### src/rtl/command_burst_issuer.sv
// Pops {address, length, last} commands and splits each into read bursts that are
// capped at MAX_BURST_BYTES, never straddle a BOUNDARY_BYTES line, and respect an outstanding cap.
module command_burst_issuer #(
  parameter int MAX_BURST_BYTES = 256,
  parameter int BOUNDARY_BYTES  = 4096,
  parameter int MAX_OUTSTANDING = 4
) (
  input  logic        clk,
  input  logic        reset,
  input  logic        enable,
  input  logic        fifo_empty,
  input  logic [63:0] fifo_command_address,
  input  logic [23:0] fifo_command_length,
  input  logic        fifo_last_command,
  output logic        fifo_read,
  output logic        req_valid,
  input  logic        req_ready,
  output logic [63:0] req_address,
  output logic [12:0] req_length,
  input  logic        rsp_valid,
  output logic        busy,
  output logic        done,
  output logic        err_underflow
);

  localparam int BW = $clog2(BOUNDARY_BYTES);

  typedef enum logic [1:0] {IDLE, ISSUE, DRAIN} state_t;

  state_t      state, state_n;
  logic [63:0] cur_addr;
  logic [23:0] remaining;
  logic [12:0] burst_len;
  logic        cmd_last;
  logic [3:0]  outstanding;
  logic        pop, hs, last_burst, drained;
  logic [63:0] next_addr;
  logic [23:0] next_rem;

  // Smallest of: bytes left, burst cap, bytes up to the next boundary.
  function automatic logic [12:0] calc_burst(input logic [63:0] addr, input logic [23:0] rem);
    logic [24:0] room, cap;
    room = 25'(BOUNDARY_BYTES) - 25'(addr[BW-1:0]);
    cap  = (room < 25'(MAX_BURST_BYTES)) ? room : 25'(MAX_BURST_BYTES);
    if ({1'b0, rem} < cap) cap = {1'b0, rem};
    return cap[12:0];
  endfunction

  assign pop        = (state == IDLE) && enable && !fifo_empty;
  assign req_valid  = (state == ISSUE) && (outstanding < 4'(MAX_OUTSTANDING));
  assign hs         = req_valid && req_ready;
  assign last_burst = (24'(burst_len) == remaining);
  assign drained    = (state == DRAIN) && (outstanding == 4'd0);
  assign next_addr  = cur_addr + 64'(burst_len);
  assign next_rem   = remaining - 24'(burst_len);

  assign fifo_read   = pop;
  assign req_address = cur_addr;
  assign req_length  = burst_len;
  assign done        = drained;
  // busy falls in the same cycle done pulses, i.e. as the FSM leaves DRAIN.
  assign busy        = (state != IDLE) && !drained;

  always_comb begin
    state_n = state;
    case (state)
      IDLE: begin
        if (pop) begin
          if (fifo_command_length != 24'd0) state_n = ISSUE;
          else if (fifo_last_command)      state_n = DRAIN;
        end
      end
      ISSUE: begin
        if (hs && last_burst) state_n = cmd_last ? DRAIN : IDLE;
      end
      DRAIN: begin
        if (drained) state_n = IDLE;
      end
      default: state_n = IDLE;
    endcase
  end

  always_ff @(posedge clk) begin
    if (reset) begin
      state         <= IDLE;
      cur_addr      <= '0;
      remaining     <= '0;
      burst_len     <= '0;
      cmd_last      <= 1'b0;
      outstanding   <= '0;
      err_underflow <= 1'b0;
    end else begin
      state <= state_n;
      if (pop) begin
        cur_addr  <= fifo_command_address;
        remaining <= fifo_command_length;
        cmd_last  <= fifo_last_command;
        burst_len <= calc_burst(fifo_command_address, fifo_command_length);
      end else if (hs) begin
        // Precompute the following burst so req_length is always a flop.
        cur_addr  <= next_addr;
        remaining <= next_rem;
        burst_len <= calc_burst(next_addr, next_rem);
      end
      case ({hs, rsp_valid})
        2'b10: outstanding <= outstanding + 4'd1;
        2'b01: begin
          if (outstanding == 4'd0) err_underflow <= 1'b1;
          else                     outstanding   <= outstanding - 4'd1;
        end
        default: ;
      endcase
    end
  end

endmodule
### config.mk
export PLATFORM = sky130hd
export DESIGN_NAME = command_burst_issuer
export DESIGN_NICKNAME = d
export VERILOG_FILES = /design/src/rtl/command_burst_issuer.sv
export SDC_FILE = /design/constraint.sdc
export NUM_CORES = 1
export LEC_CHECK = 0
export ABC_AREA = 1
export CAP_MARGIN = 20
export CORE_MARGIN = 2
export CORE_UTILIZATION = 40
export DETAILED_ROUTE_END_ITERATION = 10
export PLACE_DENSITY = 0.72
export REMOVE_ABC_BUFFERS = 1
export SETUP_SLACK_MARGIN = 0.5
export SLEW_MARGIN = 20
export SYNTH_ARGS = -nofsm -noshare
export SYNTH_HDL_FRONTEND = slang
export SYNTH_SLANG_ARGS = --single-unit
### constraint.sdc
create_clock -name clk -period 3.7 [get_ports clk]
set_input_delay 0.555 -clock clk [delete_from_list [all_inputs] [get_ports clk]]
set_output_delay 0.555 -clock clk [all_outputs]
set_load 0.02 [all_outputs]
# Word-level counts from Yosys, hierarchy flattened
# Cells that the tools add are included.
[classes]
addsub = 6
order_cmp = 5
eq_ne = 10
muxes = 19
n_reduce_logical = 18
[op_table]
columns = ["op", "count"]
rows = [
  ["$mux W64", 2],
  ["$add A64 B13 Y64", 1],
  ["$mux W13", 4],
  ["$lt A24 B25 Y1", 2],
  ["$lt A25 B9 Y1 const B", 2],
  ["$mux W25", 2],
  ["$mux W24", 2],
  ["$sub A13 B12 Y14 const A", 2],
  ["$eq A13 B24 Y1", 1],
  ["$reduce_bool A24 Y1", 1],
  ["$sub A24 B13 Y24", 1],
  ["$mux W2", 6],
  ["$pmux W4 S2", 1],
  ["$logic_and A1 B1 Y1", 7],
  ["$ne A2 B2 Y1 const B", 3],
  ["$pmux W2 S3", 1],
  ["$reduce_bool A2 Y1", 3],
  ["$add A4 B1 Y4 const B", 1],
  ["$eq A2 B1 Y1 const B", 2],
  ["$eq A2 B2 Y1 const B", 2],
  ["$logic_not A4 Y1", 1],
  ["$lt A4 B3 Y1 const B", 1],
  ["$mux W4", 1],
  ["$reduce_and A2 Y1", 2],
  ["other kinds (6)", 7],
]
[totals]
ff_bits = 109
out_inout_bits = 82

# Depth between registers and ports, before layout
[depth]
word_depth = 8
mapped_depth = 27
mapped_depth_nobuf = 27

# Least setup slack after synthesis
# No wires, ideal clock.
[synth_timing]
path_kind = "register to register"
start = "register burst_len[0], in the netlist req_length[0]"
end = "register burst_len[8], in the netlist req_length[8]"
setup_ns = 0.066
arrival_ns = 3.624
required_time_ns = 3.634
path_slack_ns = 0.010
path_stages_with_launch = 26
path_buffers = 0
path_cell_list = "dfxtp_1 -> ha_1 -> inv_1 -> fa_1 -> ha_1 -> inv_1 -> nor2_1 -> nand3_1 -> nor2_1 -> nand4_1 -> nand2_1 -> nor2_1 -> nand2_1 -> clkinv_1 -> nand3_1 -> ha_1 -> nand2_1 -> nor2_1 -> a211oi_1 -> o221a_2 -> nand2_1 -> nand2_2 -> nand2_4 -> nand2_1 -> nand3_1 -> a21oi_2"
[synth_between]
elab_chain_cells = 8
word_cells_on_any_way = 9
classes_between = "3 x add/sub; 2 x order compare; 4 x mux"
[synth_rtl]
columns = ["item", "line", "text"]
rows = [
  ["from (decl)", "33", "logic [12:0] burst_len;"],
  ["from (signal assigned)", "98", "burst_len <= calc_burst(fifo_command_address, fifo_command_length);"],
  ["from (signal assigned)", "103", "burst_len <= calc_burst(next_addr, next_rem);"],
  ["$add A64 B13 Y64", "54", "assign next_addr = cur_addr + 64'(burst_len);"],
  ["$sub A13 B12 Y14", "43", "room = 25'(BOUNDARY_BYTES) - 25'(addr[BW-1:0]);"],
  ["$lt A25 B9 Y1", "44", "cap = (room < 25'(MAX_BURST_BYTES)) ? room : 25'(MAX_BURST_BYTES);"],
  ["$mux W25", "44", ""],
  ["$lt A24 B25 Y1", "45", "if ({1'b0, rem} < cap) cap = {1'b0, rem};"],
  ["$mux W13 *", "45", ""],
  ["$mux W13 *", "99", "end else if (hs) begin"],
  ["$mux W13 *", "94", "if (pop) begin"],
]
# Mark *: on every way between the ends. The rest lies on a longest branch, timed or not. The select of a mux whose other input is x is not followed.
# A chain may end at the register's enable or synchronous reset.

# Worst setup path in the final report
[layout_timing]
start = "register burst_len[0], in the netlist req_length[0]"
end = "register burst_len[0], in the netlist req_length[0]"
# The elaborated chain is that of the path after synthesis.

==> results.toml <==
[synthesis]
synth_edf_count = 0
ys.flop_type = "dfxtp_1"
yosysSeqAreaShare_pct = 23.3
synth-xor-area-share_pct = 5.48
synth.area.top_cells = "dfxtp_1 23%, nand2_1 16%, inv_1 7.5%"
syn_area_per_cell_um2 = 6.23
synth_top_area_share_pct = 23.3
yosys.area_share.simple_pct = 37.2
synth_top_family_by_area = "simple AND/OR/NAND/NOR gates"
synth_top_cell_by_area = "dfxtp_1"
syn_inst = 1503
yosysWarnings = 0
synth_area_mm2 = 0.00936
yosys-mux-area-fraction_pct = 0
synthArstFlopShare_pct = 0
ys_seq_elements = 109
synth_compound_area_share_pct = 16.2
yosys.area_share.adder_pct = 7.86
ys_types = 54

[grt]
track_usage_pct = 26.4
grt_pass1_vias = 10500
antenna_found_initial = 0
overflow = 0
grt_pass1_wl_um = 52100
grt_max_degree = 83

[worst_setup_path]
crit_arrival_ns = 4.11
cp.buffers_inverters = 2
path_cells = "ha_4 > inv_2 > fa_2 > ha_2 > inv_2 > nor2_4 > nand3_2 > nor2_4 > nand4_1 > nand2_1 > nand2_2 > a21oi_2 > o21ai_2 > ha_1 > a21oi_2 > nor2_1 > a211oi_2 > o221a_2 > nand2_2 > nand2_4 > nand2_2 > nand2_1 > nand3_1 > a21oi_2"
worstSetupStartpoint = "req_length[0]"
required_ns = 3.99
crit_type = "reg2reg"
crit_path_start_kind = "flop"
critPathMaxFanout = 4
rrSetupSlack_ns = -0.12
cp_top_family = "adder cells"
cp-end-kind = "flop"
cp_slowest_cell = "fa_2"
r2r_start = "req_length[0]"
crit_path_max_incr_delay_ns = 0.57

[die]
start_util_pct = 41.1
rows = 55
die_w_um = 157
die_area_mm2 = 0.0246
core-area_mm2 = 0.0228
io_pins = 177
die_h_um = 157

[sta]
max_freq_ghz = 0.262
worstMarginPinSlew_ns = 1.02
finClkSkew_ns = 0.0161
fin_crit_ns = 3.82
holdWs_ns = 0.474
finalCritPeriodShare_pct = 103
relSlewSlack_pct = 32.2
fin_ws_ns = -0.118
rsz0062_at_grt = "true"
setup_viol = 13
slew_violations = 0
finalHoldViolations = 0

[power]
seqPwrFrac_pct = 28.2
combPwrFrac_pct = 51.4
p_int_mw = 2.85
switchingPower_mw = 2.16
ir_drop_v = 0.000236
swShare_pct = 43.1
totalPowerFinal_mw = 5.00
power_leakage_nw = 5.53
pwr-share-clk_pct = 20.5
power_density_mw_per_mm2 = 385

[clock_network]
ctsLongestPathBuffers = 2
htree_levels = 3
hold_buffers = 0
cts_tree = "done"
insertion_delay_ns = 0.37
cts_root_buf = "clkbuf_16"
cts_sinks = 109
clkTransAtPathRegs_ns = 0.08
numCtsBuffers = 9

[layout]
insertedDiodeCount = 0
areaGrowthSynthToFinish_pct = 39.0
fin_cells = 2102
fillerInstances = 2214
drive_gt1_share_pct = 16.0
finalNetCount = 1936

[detailed_routing]
drtIter0Drc = 848
routedWlPerCell_um = 15.9
route.detailed.drc = 0
vias = 11100
wl_um = 33400
postRouteAntennaNets = 0
first_pass_iters = 5
via_per_inst = 5.29

[placed_design]
placedCellCount = 2062
gp_congestion = 0.939
place_ws_ns = -0.258
dp_hpwl_um = 25400
portBuffers = 176

[run]
drv_cap = 0

[outcome]
violations = "negative setup slack"
status = "finished, violations left"

[worst_hold_path]
hp-start = "remaining[0]"
hold_path.class = "reg2reg"
[state kept, by name, indices dropped and copies added, names as in the netlist]
register	count
err_underflow	1
remaining	24
cmd_last	1
state	2
outstanding	4
req_address	64
req_length	13
[timing repair]
| item | CTS | global route |
|---|---|---|
| setup endpoints to repair | 22 | 26 |
| cloned | 0 | 1 |
| pin swaps | 25 | 25 |
| resized for setup | 56 | 37 |
| buffers inserted | 16 | 7 |
[cell usage after synthesis, types with 3 or more instances]
master / count
nand4_1: 35
nand3_1: 88
xor2_1: 46
ha_1: 54
nand2_1: 405
or2_2: 10
a211oi_1: 3
o221ai_1: 7
a21oi_2: 8
inv_1: 186
a31oi_1: 55
nor4_1: 15
nand3_2: 3
a21oi_1: 91
o21bai_1: 9
xnor2_1: 7
nand3b_1: 8
o21ai_1: 9
a21boi_0: 3
nand2_2: 14
clkbuf_1: 37
inv_2: 5
buf_1: 4
nor2_2: 3
nor2_1: 133
buf_6: 3
nor3_2: 5
o211ai_1: 5
o21ai_0: 58
nor3_1: 44
dfxtp_1: 109
and3_1: 3
fa_1: 3
nand2_4: 6
[metrics by stage]
step	util, %	TNS [ns]	cell area, um^2
2_1_floorplan	-	-300.16	9190
3_3_place_gp	53.5	-2.26	12200
3_5_place_dp	53.5	-2.76	12200
4_1_cts	56.2	0	12800
5_1_grt	57.1	-3.86	13000
6_report	57.1	-1.30	13000
[cells in the final DEF, fill, tap and decap left out, types with 10 or more instances in the layout]
cell	count
ha_1	48
nand2_1	391
nand3_2	16
inv_1	182
clkdlybuf4s50_1	173
nor2_1	126
nand4_1	35
or2_2	10
dfxtp_1	105
xor2_1	43
nor4_1	15
nor3_1	42
a21oi_2	17
nand3_1	74
o21ai_0	55
buf_4	125
a21oi_1	80
a31oi_1	55
nand2_2	26
[cell families (layout without fill, tap and decap cells)]
| family | count (synthesis) | after routing |
|---|---|---|
| buffers and inverters | 239 | 517 |
| XOR/XNOR | 56 | 56 |
| AO/OA/AOI/OAI | 260 | 260 |
| AND/OR/NAND/NOR | 781 | 782 |
| other | 1 | 8 |
| flip-flops | 109 | 109 |
| adder cells (fa/ha/maj) | 57 | 57 |
[area by class of cell]
cell class	count	area, um^2	share of cell area [%]
Clock inverter	7	72.6	0.558
Timing Repair Buffer	308	2790	21.4
Inverter	193	726	5.58
Clock buffer	9	225	1.73
Sequential cell	109	2190	16.8
Multi-Input combinational cell	1163	6610	50.9
Tap cell	313	392	3.01
[per-layer routing]
layer	share of wire (%)	routed length [um]	vias to the layer above	global-route usage [%]
li1	-	-	5544	-
met1	44	14700	5074	34.4
met2	46	15300	437	44.1
met3	7.4	2460	68	4.27
met4	3.0	1010	0	9.31
met5	0	0	-	0
[power by group through the flow]
| stage | registers [mW] | clock network, mW | logic (mW) |
|---|---|---|---|
| final | 1.41 | 1.02 | 2.57 |
| after global routing | 1.42 | 1.08 | 2.80 |
| after CTS | 1.40 | 1.04 | 2.49 |
| after detailed placement | 1.43 | 0 | 2.32 |
| after global placement | 1.43 | 0 | 2.30 |
| after floorplan | 1.47 | 0 | 1.37 |
[worst paths after layout]
path,cells after the start,endpoint
hold / removal,2,remaining[0]
setup / recovery,24,req_length[0]
setup reg to reg,24,req_length[0]
hold reg to reg,2,remaining[0]
[worst min-delay path: cells and delay by family (launching register included)]
kind,cells,cell delay (ns)
AO/OA/AOI/OAI,1,0.05
flip-flops,1,0.32
AND/OR/NAND/NOR,1,0.06
No activity file was read; power rests on OpenSTA's default activity.
